===== src/rtl/anton_neopixel_sequencer_if.sv =====
// Control and status bundle between the register block and the NeoPixel sequencer.
// state: 1 = TRANSMIT, 0 = RESET (idle or latch period).
interface anton_neopixel_sequencer_if #(
  parameter int BUFFER_BITS = 8
);
  logic                   regCtrlRun;
  logic                   regCtrlLoop;
  logic                   regCtrl32bit;
  logic [BUFFER_BITS-1:0] regMax;
  logic                   state;
  logic [BUFFER_BITS-1:0] bufferAddr;
  logic [2:0]             pixelBitIndex;
  logic [1:0]             channelIndex;
  logic [2:0]             bitPatternIndex;
  logic                   streamSyncOf;
  logic                   regCtrlRunClr;

  modport master (
    output regCtrlRun, regCtrlLoop, regCtrl32bit, regMax,
    input  state, bufferAddr, pixelBitIndex, channelIndex, bitPatternIndex,
           streamSyncOf, regCtrlRunClr
  );

  modport slave (
    input  regCtrlRun, regCtrlLoop, regCtrl32bit, regMax,
    output state, bufferAddr, pixelBitIndex, channelIndex, bitPatternIndex,
           streamSyncOf, regCtrlRunClr
  );
endinterface


===== src/rtl/anton_neopixel_sequencer.sv =====
// Walks pixel -> channel -> bit -> pattern slot at 6.4 MHz, drives the pixel buffer
// address and inserts the latch period before (and, when looping, between) frames.
module anton_neopixel_sequencer #(
  parameter int BUFFER_END  = 255,
  parameter int RESET_DELAY = 400
) (
  input logic                       clk6_4mhz,
  input logic                       syncRst,
  anton_neopixel_sequencer_if.slave bus
);
  localparam int BUFFER_BITS = $clog2(BUFFER_END + 1);
  localparam int CNT_W       = $clog2(RESET_DELAY);

  localparam logic [1:0] ST_IDLE     = 2'b00;
  localparam logic [1:0] ST_LATCH    = 2'b01;
  localparam logic [1:0] ST_TRANSMIT = 2'b10;

  localparam logic [CNT_W-1:0]       CNT_LAST    = CNT_W'(RESET_DELAY - 1);
  localparam logic [BUFFER_BITS-1:0] LAST_PIX_8  = BUFFER_BITS'(BUFFER_END);
  localparam logic [BUFFER_BITS-1:0] LAST_PIX_32 = BUFFER_BITS'((BUFFER_END - 2) / 4);

  logic [1:0]             fsm;
  logic [CNT_W-1:0]       resetCnt;
  logic                   firstLatch;
  logic [BUFFER_BITS-1:0] pixel;
  logic [BUFFER_BITS-1:0] nextPixel;
  logic [1:0]             nextChannel;
  logic                   lastPixel;
  logic                   channelEnd;
  logic                   frameEnd;

  function automatic logic [BUFFER_BITS-1:0] addrOf(input logic [BUFFER_BITS-1:0] pix,
                                                    input logic [1:0]             ch,
                                                    input logic                   wide);
    return wide ? BUFFER_BITS'({pix, ch}) : pix;
  endfunction

  // Last pixel is whichever comes first: regMax or the end of the buffer.
  always_comb begin
    lastPixel   = (pixel >= bus.regMax) ||
                  (pixel >= (bus.regCtrl32bit ? LAST_PIX_32 : LAST_PIX_8));
    channelEnd  = (bus.bitPatternIndex == 3'd7) && (bus.pixelBitIndex == 3'd7);
    frameEnd    = channelEnd && (bus.channelIndex == 2'd2) && lastPixel;
    nextPixel   = pixel;
    nextChannel = bus.channelIndex;
    if (channelEnd) begin
      if (bus.channelIndex == 2'd2) begin
        nextChannel = 2'd0;
        nextPixel   = frameEnd ? '0 : pixel + BUFFER_BITS'(1);
      end else begin
        nextChannel = bus.channelIndex + 2'd1;
      end
    end
  end

  assign bus.state = fsm[1];

  always_ff @(posedge clk6_4mhz) begin
    bus.streamSyncOf  <= 1'b0;
    bus.regCtrlRunClr <= 1'b0;
    if (syncRst || !bus.regCtrlRun) begin
      fsm                 <= ST_IDLE;
      resetCnt            <= '0;
      firstLatch          <= 1'b0;
      pixel               <= '0;
      bus.bufferAddr      <= '0;
      bus.pixelBitIndex   <= '0;
      bus.channelIndex    <= '0;
      bus.bitPatternIndex <= '0;
    end else begin
      case (fsm)
        // Hold off one cycle while our own clear request is still visible.
        ST_IDLE: begin
          if (!bus.regCtrlRunClr) begin
            fsm        <= ST_LATCH;
            resetCnt   <= '0;
            firstLatch <= 1'b1;
          end
        end
        ST_LATCH: begin
          if (resetCnt >= CNT_LAST) begin
            resetCnt         <= '0;
            bus.streamSyncOf <= 1'b1;
            if (bus.regCtrlLoop || firstLatch) begin
              fsm        <= ST_TRANSMIT;
              firstLatch <= 1'b0;
            end else begin
              bus.regCtrlRunClr <= 1'b1;
              fsm               <= ST_IDLE;
            end
          end else begin
            resetCnt <= resetCnt + CNT_W'(1);
          end
        end
        ST_TRANSMIT: begin
          bus.bitPatternIndex <= bus.bitPatternIndex + 3'd1;
          if (bus.bitPatternIndex == 3'd7)
            bus.pixelBitIndex <= bus.pixelBitIndex + 3'd1;
          pixel            <= nextPixel;
          bus.channelIndex <= nextChannel;
          bus.bufferAddr   <= addrOf(nextPixel, nextChannel, bus.regCtrl32bit);
          if (frameEnd)
            fsm <= ST_LATCH;
        end
        default: fsm <= ST_IDLE;
      endcase
    end
  end
endmodule


===== src/flat_wrapper.sv =====
// flat-port wrapper written by rule: the top's interface ports become plain ports
module anton_neopixel_sequencer_flat 
#(
  parameter int BUFFER_END  = 255,
  parameter int RESET_DELAY = 400
)
  (clk6_4mhz, syncRst, bus_regCtrlRun, bus_regCtrlLoop, bus_regCtrl32bit, bus_regMax, bus_state, bus_bufferAddr, bus_pixelBitIndex, bus_channelIndex, bus_bitPatternIndex, bus_streamSyncOf, bus_regCtrlRunClr);
  anton_neopixel_sequencer_if #(.BUFFER_BITS(($clog2((255) + 1)))) bus_i ();
  input logic clk6_4mhz;
  input logic syncRst;
  input wire logic [$bits(bus_i.regCtrlRun)-1:0] bus_regCtrlRun;
  input wire logic [$bits(bus_i.regCtrlLoop)-1:0] bus_regCtrlLoop;
  input wire logic [$bits(bus_i.regCtrl32bit)-1:0] bus_regCtrl32bit;
  input wire logic [$bits(bus_i.regMax)-1:0] bus_regMax;
  output wire logic [$bits(bus_i.state)-1:0] bus_state;
  output wire logic [$bits(bus_i.bufferAddr)-1:0] bus_bufferAddr;
  output wire logic [$bits(bus_i.pixelBitIndex)-1:0] bus_pixelBitIndex;
  output wire logic [$bits(bus_i.channelIndex)-1:0] bus_channelIndex;
  output wire logic [$bits(bus_i.bitPatternIndex)-1:0] bus_bitPatternIndex;
  output wire logic [$bits(bus_i.streamSyncOf)-1:0] bus_streamSyncOf;
  output wire logic [$bits(bus_i.regCtrlRunClr)-1:0] bus_regCtrlRunClr;
  assign bus_i.regCtrlRun = bus_regCtrlRun;
  assign bus_i.regCtrlLoop = bus_regCtrlLoop;
  assign bus_i.regCtrl32bit = bus_regCtrl32bit;
  assign bus_i.regMax = bus_regMax;
  assign bus_state = bus_i.state;
  assign bus_bufferAddr = bus_i.bufferAddr;
  assign bus_pixelBitIndex = bus_i.pixelBitIndex;
  assign bus_channelIndex = bus_i.channelIndex;
  assign bus_bitPatternIndex = bus_i.bitPatternIndex;
  assign bus_streamSyncOf = bus_i.streamSyncOf;
  assign bus_regCtrlRunClr = bus_i.regCtrlRunClr;
  anton_neopixel_sequencer #(.BUFFER_END(BUFFER_END), .RESET_DELAY(RESET_DELAY)) u_core (.clk6_4mhz(clk6_4mhz), .syncRst(syncRst), .bus(bus_i));
endmodule

===== config.mk =====
export PLATFORM = sky130hd
export DESIGN_NAME = anton_neopixel_sequencer_flat
export DESIGN_NICKNAME = d
export VERILOG_FILES = /design/src/rtl/anton_neopixel_sequencer_if.sv /design/src/rtl/anton_neopixel_sequencer.sv /design/src/flat_wrapper.sv
export SDC_FILE = /design/constraint.sdc
export NUM_CORES = 1
export LEC_CHECK = 0
export ABC_AREA = 1
export CORE_MARGIN = 3
export CORE_UTILIZATION = 40
export CTS_CLUSTER_DIAMETER = 120
export DETAILED_ROUTE_END_ITERATION = 12
export SKIP_CTS_REPAIR_TIMING = 1
export SLEW_MARGIN = 15
export SYNTH_ARGS = -nofsm -noshare
export SYNTH_HDL_FRONTEND = slang
export SYNTH_SLANG_ARGS = --single-unit

===== constraint.sdc =====
create_clock -name clk6_4mhz -period 3.3 [get_ports clk6_4mhz]
set_clock_uncertainty 0.15 [all_clocks]
set_input_delay 0.66 -clock clk6_4mhz [delete_from_list [all_inputs] [get_ports clk6_4mhz]]
set_output_delay 0.66 -clock clk6_4mhz [all_outputs]
set_load 0.03 [all_outputs]

==> impl_metrics.tcl, run 1 <==
set metrics [dict create \
    core_um2 4940 \
    yosysSeqAreaShare_pct 35.6 \
    finalCritPeriodShare_pct 76.1 \
    async_flop_share_pct 0 \
    min_period_ps 2510 \
    tritoncts "done" \
    synth_xor_xnor_area_share_pct 3.28 \
    maxSlewHeadroom_pct 63.5 \
    hold_path.class "flop to flop" \
    dp_hpwl_um 3510 \
    htreeDepth 2 \
    first_iter_violations 145 \
    pwr-share-clk_pct 43.5 \
    fin_setup_tns_ps 0 \
    synth_top_cell_area_share_pct 35.6 \
    p_sw_share_pct 20.9 \
    diodes 0 \
    grt_pass1_vias 1863 \
    synth.area.top_cells "dfxtp_1, nand2_1, ha_1, a21oi_1, inv_1" \
    fmax_mhz 398 \
    cap_violations 0 \
    synth_top_family_by_area "simple AND/OR/NAND/NOR gates" \
    grt_max_degree 18 \
    p_switching_mw 0.188 \
    yosys.area_share.simple_pct 31.1 \
    critical_path.max_fanout 10 \
    yosys.area_share.adder_pct 9.36 \
    die_h_um 79.1 \
    clk_latency_ps 290 \
    clkTransAtPathRegs_ps 70 \
    num-fill-cells 527 \
    track_usage_pct 16.9 \
    worstHoldPathCells 1 \
    seqPwrFrac_pct 51.5 \
    arrival_ps 2580 \
    start_kind "primary input" \
    p_per_area_nw_per_um2 341 \
    antenna_found_initial 0 \
    p_int_mw 0.709 \
    final_hold_viol_count 0 \
    setup_viol 0 \
    fp.dieArea_um2 6260 \
    cts_root_buf "clkbuf_8" \
    cts_made_buffers 5 \
    start_util_pct 43.3 \
    leakagePower_nw 1.18 \
    portBuffers 31 \
    synth_compound_area_share_pct 12.3 \
    overflow 0 \
    ant_nets 0 \
    rows 25 \
    synth_cells 305 \
    fp.dieW_um 79.1 \
    synth-warning-count 0 \
    wl_um 4710 \
    power_mw 0.896 \
    ys_seq_elements 38 \
    nets 367 \
    crit_type "primary input to flop" \
    cp-end-kind "flop" \
    grt_pass1_wl_um 8570 \
    drt_pass1_iterations 4 \
    synth-edff-count 0 \
    drive_gt1_share_pct 5.31 \
    status "complete, no violations" \
    irDropWorstVdd_uv 217 \
    syn_nets 334 \
    via_count 1964 \
    netlist_area_um2 2140 \
    wl_per_cell_um 11.6 \
    drc_errors 0 \
    reg2regPathDepth 11 \
    synth_cell_types 26 \
    rsz0062_at_grt "false" \
    gp_congestion 0.845 \
    synth_flop_cell "dfxtp_1" \
    syn_avg_cell_area_um2 7.01 \
    post_drt_via_cell_ratio 4.84 \
    slew_violations 0 \
    synth_top_cell_by_area "dfxtp_1" \
    io_pins 32 \
    synth_mux_area_share_pct 0 \
    syn2layout_area_growth_pct 22.8 \
    clockBufferDepth 2 \
    pwr-share-comb_pct 5.1 \
    crit_required_ps 3370 \
    clkSinkCount 38 \
    tightest_slew_ps 546 \
]
synth_stat cells (3+ instances only):
library cell,n
nand2_1,78
dfxtp_1,38
inv_1,35
a21oi_1,30
nor2_1,25
nand3_1,20
ha_1,16
o21ai_0,15
nand4_1,13
clkbuf_1,5
xnor2_1,4
xor2_1,4
clkinv_1,3
nor3_1,3
layout by cell type (no fill, tap or decap), drive strengths merged:
master and n:
nand2 81, dfxtp 38, inv 35, clkdlybuf4s50 31, a21oi 31, nor2 28
nand3 20, ha 16, o21ai 15, nand4 13, clkbuf 7, xor2 4
xnor2 4, nor3 4, clkinv 3, buf 3, o21bai 2, o211ai 1
nor4 1, or2 1, bufinv 1
final timing paths:
check                                                           startpoint                                    end  slack, ps
worst max-delay path                                      bus_regCtrl32bit  u_core.bus.bufferAddr[7]$_SDFFE_PP0N_        790
worst min register to register                  u_core.fsm[0]$_SDFFE_PP0P_             u_core.fsm[0]$_SDFFE_PP0P_        310
worst max register to register  u_core.bus.bitPatternIndex[0]$_SDFFE_PP0N_  u_core.bus.bufferAddr[6]$_SDFFE_PP0N_       1230
worst min-delay path                            u_core.fsm[0]$_SDFFE_PP0P_             u_core.fsm[0]$_SDFFE_PP0P_        310
flip-flops by register name, summed over array words and instances, names as in the netlist:
register                    count
u_core.resetCnt                 9
u_core.bus.bufferAddr           8
u_core.pixel                    8
u_core.bus.bitPatternIndex      3
u_core.bus.pixelBitIndex        3
u_core.bus.channelIndex         2
u_core.fsm                      2
u_core.bus.regCtrlRunClr        1
u_core.bus.streamSyncOf         1
u_core.firstLatch               1
power by group through the flow:
| stage | Combinational, mW | Clock, mW | Sequential, mW |
|---|---|---|---|
| CTS | 0.0464 | 0.400 | 0.461 |
| detailed placement | 0.0462 | 0 | 0.472 |
| global placement | 0.0458 | 0 | 0.472 |
| finish | 0.0455 | 0.389 | 0.461 |
| global route | 0.0529 | 0.424 | 0.461 |
| floorplan | 0.0258 | 0 | 0.472 |
routing by layer:
metal	vias up	wire length [um]	GRT usage [%]
li1	1064	-	-
met1	855	2460	24.2
met2	41	1940	24.6
met3	4	272	4.65
met4	0	40	4.81
met5	-	0	0
kinds of logic (layout without fill, tap and decap cells):
| family | Yosys count | in the layout |
|---|---|---|
| adder cells (fa/ha/maj) | 16 | 16 |
| AO/OA/AOI/OAI | 49 | 49 |
| buffers and inverters | 46 | 80 |
| AND/OR/NAND/NOR | 148 | 148 |
| XOR/XNOR | 8 | 8 |
| flip-flops | 38 | 38 |
critical path, cell delays in order:
cell and delay, ps:
clkdlybuf4s50_1 670, ha_1 310, nand2_1 70, nor2_1 40
nand2_1 40, nand2_1 40, nor2_1 120, nand2_1 110
nand2_4 110, nand2_1 100, nand2_1 70, nand3_1 100
a21oi_1 130
through the flow:
| stage | instance area [um2] | setup WS [ps] | utilization, % | hold WS (ps) | std cells |
|---|---|---|---|---|---|
| CTS | 2630 | 769 | 53.1 | 312 | 406 |
| global placement | 2520 | 505 | 51.0 | 290 | 398 |
| finish | 2630 | 789 | 53.1 | 306 | 406 |
| floorplan | 2140 | 1270 | - | 272 | 305 |
| global route | 2630 | 533 | 53.1 | 330 | 406 |
| detailed placement | 2520 | 462 | 51.0 | 299 | 398 |
cell type report:
type	count	area, um2	area share [%]
Inverter	38	143	5.43
Timing Repair Buffer	34	333	12.7
Tap cell	67	83.8	3.19
Sequential cell	38	761	29.0
Clock inverter	1	30.0	1.14
Multi-Input combinational cell	221	1200	45.7
Clock buffer	7	76.3	2.91
(Power assumes the default switching activity.)
==> inputs of run 2 (changes only) <==
==> constraint.sdc (replaced) <==
create_clock -name clk6_4mhz -period 2.1 [get_ports clk6_4mhz]
set_clock_uncertainty 0.15 [all_clocks]
set_input_delay 0.42 -clock clk6_4mhz [delete_from_list [all_inputs] [get_ports clk6_4mhz]]
set_output_delay 0.42 -clock clk6_4mhz [all_outputs]
set_load 0.03 [all_outputs]
==> impl_metrics.tcl, run 2 (synthesis gave the netlist of run 1 again) <==
set metrics [dict create \
    status "complete, no violations" \
    reg2reg_from "u_core.pixel[0]$_SDFFE_PP0N_" \
    fp.dieW_um 79.1 \
    seqPwrFrac_pct 53.9 \
    clockBufferDepth 2 \
    cap_violations 0 \
    clkSinkCount 38 \
    cts_root_buf "clkbuf_8" \
    worstHoldStart "u_core.firstLatch$_SDFFE_PP0P_" \
    drt_pass1_iterations 4 \
    reg2regPathDepth 15 \
    grt_pass1_wl_um 8470 \
    cp-end-kind "output pin" \
    cp_num_buf_inv 1 \
    p_per_area_nw_per_um2 477 \
    grt_pass1_vias 1832 \
    largest_reg_flops 9 \
    gp_congestion 0.840 \
    crit_path_cell_trace "clkdlybuf4s50_1" \
    tightest_slew_ps 423 \
    largest_register "u_core.resetCnt" \
    drc_errors 0 \
    irDropWorstVdd_uv 385 \
    place_ws_ps -278 \
    wl_um 5050 \
    portBuffers 31 \
    use_met3_pct 4.99 \
    power_mw 1.34 \
    start_util_pct 43.3 \
    fin_area_um2 2820 \
    final_common_cell "nand2_1" \
    rsz0062_at_grt "true" \
    reg.largest.list "u_core.resetCnt: 9 flops, u_core.bus.bufferAddr: 8 flops, u_core.pixel: 8 flops" \
    cp_slowest_cell "clkdlybuf4s50_1" \
    final_hold_viol_count 0 \
    drive_gt1_share_pct 15.2 \
    nets 377 \
    post_drt_via_cell_ratio 4.85 \
    rrSetupSlack_ps 170 \
    pwr-share-comb_pct 6.1 \
    pwr-share-clk_pct 40.0 \
    clkTransAtPathRegs_ps 80 \
    crit_cells 1 \
    fp.dieArea_um2 6260 \
    wl_per_cell_um 12.1 \
    setup_viol 0 \
    min_period_ps 2040 \
    antenna_found_initial 0 \
    rows 25 \
    cts_made_buffers 5 \
    use_met1_pct 24.5 \
    mostFrequentLayoutCells "nand2_1, dfxtp_1, inv_1, clkdlybuf4s50_1" \
    syn2layout_area_growth_pct 31.7 \
    io_pins 32 \
    core_um2 4940 \
    grt_max_degree 20 \
    tritoncts "done" \
    crit_type "flop to output pin" \
    finalCritPeriodShare_pct 96.9 \
    htreeDepth 2 \
    p_switching_mw 0.317 \
    worstHoldPathCells 1 \
    slew_violations 0 \
    diodes 0 \
    cp_top_family "buffers and inverters" \
    critical_path.max_fanout 7 \
    place_area_um2 2570 \
    startpoint "u_core.bus.channelIndex[1]$_SDFFE_PP0N_" \
    dp_hpwl_um 3610 \
    start_kind "flop" \
    holdWs_ps 297 \
    via_count 2018 \
    fin_setup_tns_ps 0 \
    hold_path.class "flop to flop" \
    p_sw_share_pct 23.6 \
    ant_nets 0 \
    clk_latency_ps 290 \
    finalWorstSetupSlack_ps 64.9 \
    first_iter_violations 76 \
    p_int_mw 1.03 \
    fmax_mhz 491 \
    leakagePower_nw 1.24 \
    overflow 0 \
    arrival_ps 1470 \
    busiest_layer "met2" \
    crit_required_ps 1530 \
    track_usage_pct 17.1 \
    met2_usage_pct 24.5 \
    critPathMaxStageDelay_ps 720 \
    die_h_um 79.1 \
    maxSlewHeadroom_pct 71.8 \
]
==> run 2: cell count changes in the layout (fill, tap and decap cells not counted), moves of 3 or more <==
cell	delta
buf_4	+10
ha_1	-4
a21oi_2	+6
dlymetal6s2s_1	+4
clkdlybuf4s50_1	-4
nand2_4	+3
a21oi_1	-6
nand2_2	+3
nand2_1	-7
==> run 2: routing by layer <==
layer,vias up,wire length [um]
met5,-,0
met4,0,47
met3,5,253
met2,44,2130
met1,882,2630
li1,1087,-
==> run 2: area by class of cell <==
class	count	area, um2
multi-input combinational	221	1310
clock inverter	2	12.5
fill	535	2130
inverter	38	143
tap	67	83.8
sequential	38	766
timing repair buffer	44	418
clock buffer	6	82.6
==> run 2: worst paths after layout <==
check,end
setup / recovery,bus_channelIndex[1]
hold / removal,u_core.bus.regCtrlRunClr$_SDFF_PP0_
setup reg to reg,u_core.bus.bufferAddr[7]$_SDFFE_PP0N_
hold reg to reg,u_core.bus.regCtrlRunClr$_SDFF_PP0_
==> run 2: power by group through the flow <==
| stage | clock (mW) | combinational (mW) | sequential (mW) |
|---|---|---|---|
| floorplan | 0 | 0.0405 | 0.741 |
| global placement | 0 | 0.0779 | 0.742 |
| detailed placement | 0 | 0.0783 | 0.742 |
| CTS | 0.558 | 0.0789 | 0.725 |
| global route | 0.594 | 0.0942 | 0.724 |
| finish | 0.538 | 0.0818 | 0.723 |
==> run 2: worst reg2reg max path: stages, from the launching register on <==
cell and delay [ps]:
dfxtp_4 370, inv_1 70, ha_1 280, inv_1 60
nand2_1 40, nand2_1 60, nand2_1 40, nand2_1 60
nand2_1 60, nand2_2 90, nand2_4 70, nand2_8 120
nand2_1 90, nand2_1 60, nand3_1 110, a21oi_2 140
==> run 2: metrics by stage <==
stage | instances | util, %
5_1_grt | 416 | 57.0
3_3_place_gp | 405 | 52.0
4_1_cts | 413 | 53.9
3_5_place_dp | 405 | 52.0
6_report | 416 | 57.0
2_1_floorplan | 305 | -
==> inputs of run 3 (changes only) <==
==> constraint.sdc (replaced) <==
create_clock -name clk6_4mhz -period 2.4 [get_ports clk6_4mhz]
set_clock_uncertainty 0.15 [all_clocks]
set_input_delay 0.48 -clock clk6_4mhz [delete_from_list [all_inputs] [get_ports clk6_4mhz]]
set_output_delay 0.48 -clock clk6_4mhz [all_outputs]
set_load 0.03 [all_outputs]
==> impl_metrics.tcl, run 3 (synthesis gave the netlist of run 1 again) <==
set metrics [dict create \
    status "complete, no violations" \
    place_ws_ps -58.7 \
    leakagePower_nw 1.19 \
    grt_pass1_vias 1819 \
    hold_path.class "flop to flop" \
    clockBufferDepth 2 \
    mostFrequentLayoutCells "nand2_1, dfxtp_1, inv_1, clkdlybuf4s50_1, a21oi_1" \
    clkTransAtPathRegs_ps 80 \
    gp_congestion 0.818 \
    crit_required_ps 2470 \
    reg2regPathDepth 12 \
    fmax_mhz 465 \
    arrival_ps 2220 \
    p_int_mw 0.899 \
    p_per_area_nw_per_um2 439 \
    drive_gt1_share_pct 6.71 \
    die_h_um 79.1 \
    holdWs_ps 305 \
    critical_path.max_fanout 8 \
    diodes 0 \
    drc_errors 0 \
    io_pins 32 \
    maxSlewHeadroom_pct 61.4 \
    place_area_um2 2550 \
    portBuffers 31 \
    startpoint "bus_regMax[7]" \
    pwr-share-comb_pct 5.8 \
    clkSinkCount 38 \
    reg2reg_from "u_core.bus.bitPatternIndex[0]$_SDFFE_PP0N_" \
    first_iter_violations 76 \
    rrSetupSlack_ps 300 \
    dp_hpwl_um 3520 \
    grt_max_degree 20 \
    antenna_found_initial 0 \
    post_drt_via_cell_ratio 4.76 \
    min_period_ps 2150 \
    r2r-end "u_core.bus.bufferAddr[7]$_SDFFE_PP0N_" \
    multiInputGateArea_um2 1200 \
    syn2layout_area_growth_pct 23.5 \
    rsz0062_at_grt "false" \
    fp.dieW_um 79.1 \
    drt_pass1_iterations 4 \
    pwr-share-clk_pct 39.5 \
    tritoncts "done" \
    power_mw 1.16 \
    seqCellArea_um2 761 \
    largest_reg_flops 9 \
    dp_cells 402 \
    fin_cells 410 \
    p_sw_share_pct 22.5 \
    finalWorstSetupSlack_ps 250 \
    overflow 0 \
    num-fill-cells 499 \
    irDropWorstVdd_uv 271 \
    cp-end-kind "flop" \
    fp.dieArea_um2 6260 \
    core_um2 4940 \
    clk_latency_ps 290 \
    final_hold_viol_count 0 \
    fin_area_um2 2640 \
    cts_made_buffers 5 \
    wl_um 4730 \
    setup_viol 0 \
    tightest_slew_ps 578 \
    reg.largest.list "u_core.resetCnt: 9 flops, u_core.bus.bufferAddr: 8 flops, u_core.pixel: 8 flops" \
    grt_pass1_wl_um 8230 \
    rows 25 \
    nets 371 \
    wl_per_cell_um 11.5 \
    p_switching_mw 0.261 \
    final_common_cell "nand2_1" \
    largest_register "u_core.resetCnt" \
    track_usage_pct 16.2 \
    endpoint "u_core.bus.bufferAddr[2]$_SDFFE_PP0N_" \
    start_util_pct 43.3 \
    cts_root_buf "clkbuf_8" \
    slew_violations 0 \
    start_kind "primary input" \
    seqPwrFrac_pct 54.7 \
    finalCritPeriodShare_pct 89.6 \
    cap_violations 0 \
    ant_nets 0 \
    htreeDepth 2 \
    crit_type "primary input to flop" \
    via_count 1953 \
]
## run 3: cell type report
cell class	instances	area share, %
multi-input combinational	221	45.4
tap	67	3.18
sequential	38	28.8
inverter	38	5.40
clock inverter	1	0.190
timing repair buffer	38	13.7
clock buffer	7	3.27
## run 3: power groups by stage
stage | sequential [mW] | combinational (mW) | clock [mW]
5_1_grt | 0.634 | 0.0768 | 0.495
2_1_floorplan | 0.649 | 0.0354 | 0
3_3_place_gp | 0.649 | 0.0674 | 0
6_report | 0.634 | 0.0676 | 0.457
3_5_place_dp | 0.649 | 0.0678 | 0
4_1_cts | 0.634 | 0.0683 | 0.475
## run 3: layer usage
layer,global-route usage (%),vias to the layer above,wire length (um)
met5,0,-,0
met4,4.64,0,40
met3,4.31,5,219
met2,23.5,44,1890
met1,23.4,830,2580
li1,-,1074,-
## run 3: worst min-delay path by stage
stage | slack, ps | endpoint | start | depth (start not counted)
global placement | 290 | u_core.bus.regCtrlRunClr$_SDFF_PP0_ | u_core.firstLatch$_SDFFE_PP0P_ | 1
global route | 320 | u_core.bus.regCtrlRunClr$_SDFF_PP0_ | u_core.firstLatch$_SDFFE_PP0P_ | 1
CTS | 310 | u_core.bus.regCtrlRunClr$_SDFF_PP0_ | u_core.firstLatch$_SDFFE_PP0P_ | 1
finish | 310 | u_core.bus.regCtrlRunClr$_SDFF_PP0_ | u_core.firstLatch$_SDFFE_PP0P_ | 1
floorplan | 270 | u_core.bus.regCtrlRunClr$_SDFF_PP0_ | u_core.firstLatch$_SDFFE_PP0P_ | 1
detailed placement | 300 | u_core.bus.regCtrlRunClr$_SDFF_PP0_ | u_core.firstLatch$_SDFFE_PP0P_ | 1
## run 3: worst max-delay path, stage by stage
cell and delay [ps]:
clkdlybuf4s50_1 450, inv_1 40, ha_1 320, nand2_1 80, nand4_1 80, nor2_1 140, nand2_1 100, nand2_4 110
nand2_1 120, nand2_1 80, nand3_1 80, a21oi_1 130
## run 3: through the flow
step / util (%) / TNS, ps
2_1_floorplan: - / 0
3_3_place_gp: 51.6 / -61.4
3_5_place_dp: 51.6 / -135
4_1_cts: 53.4 / 0
5_1_grt: 53.4 / 0
6_report: 53.4 / 0
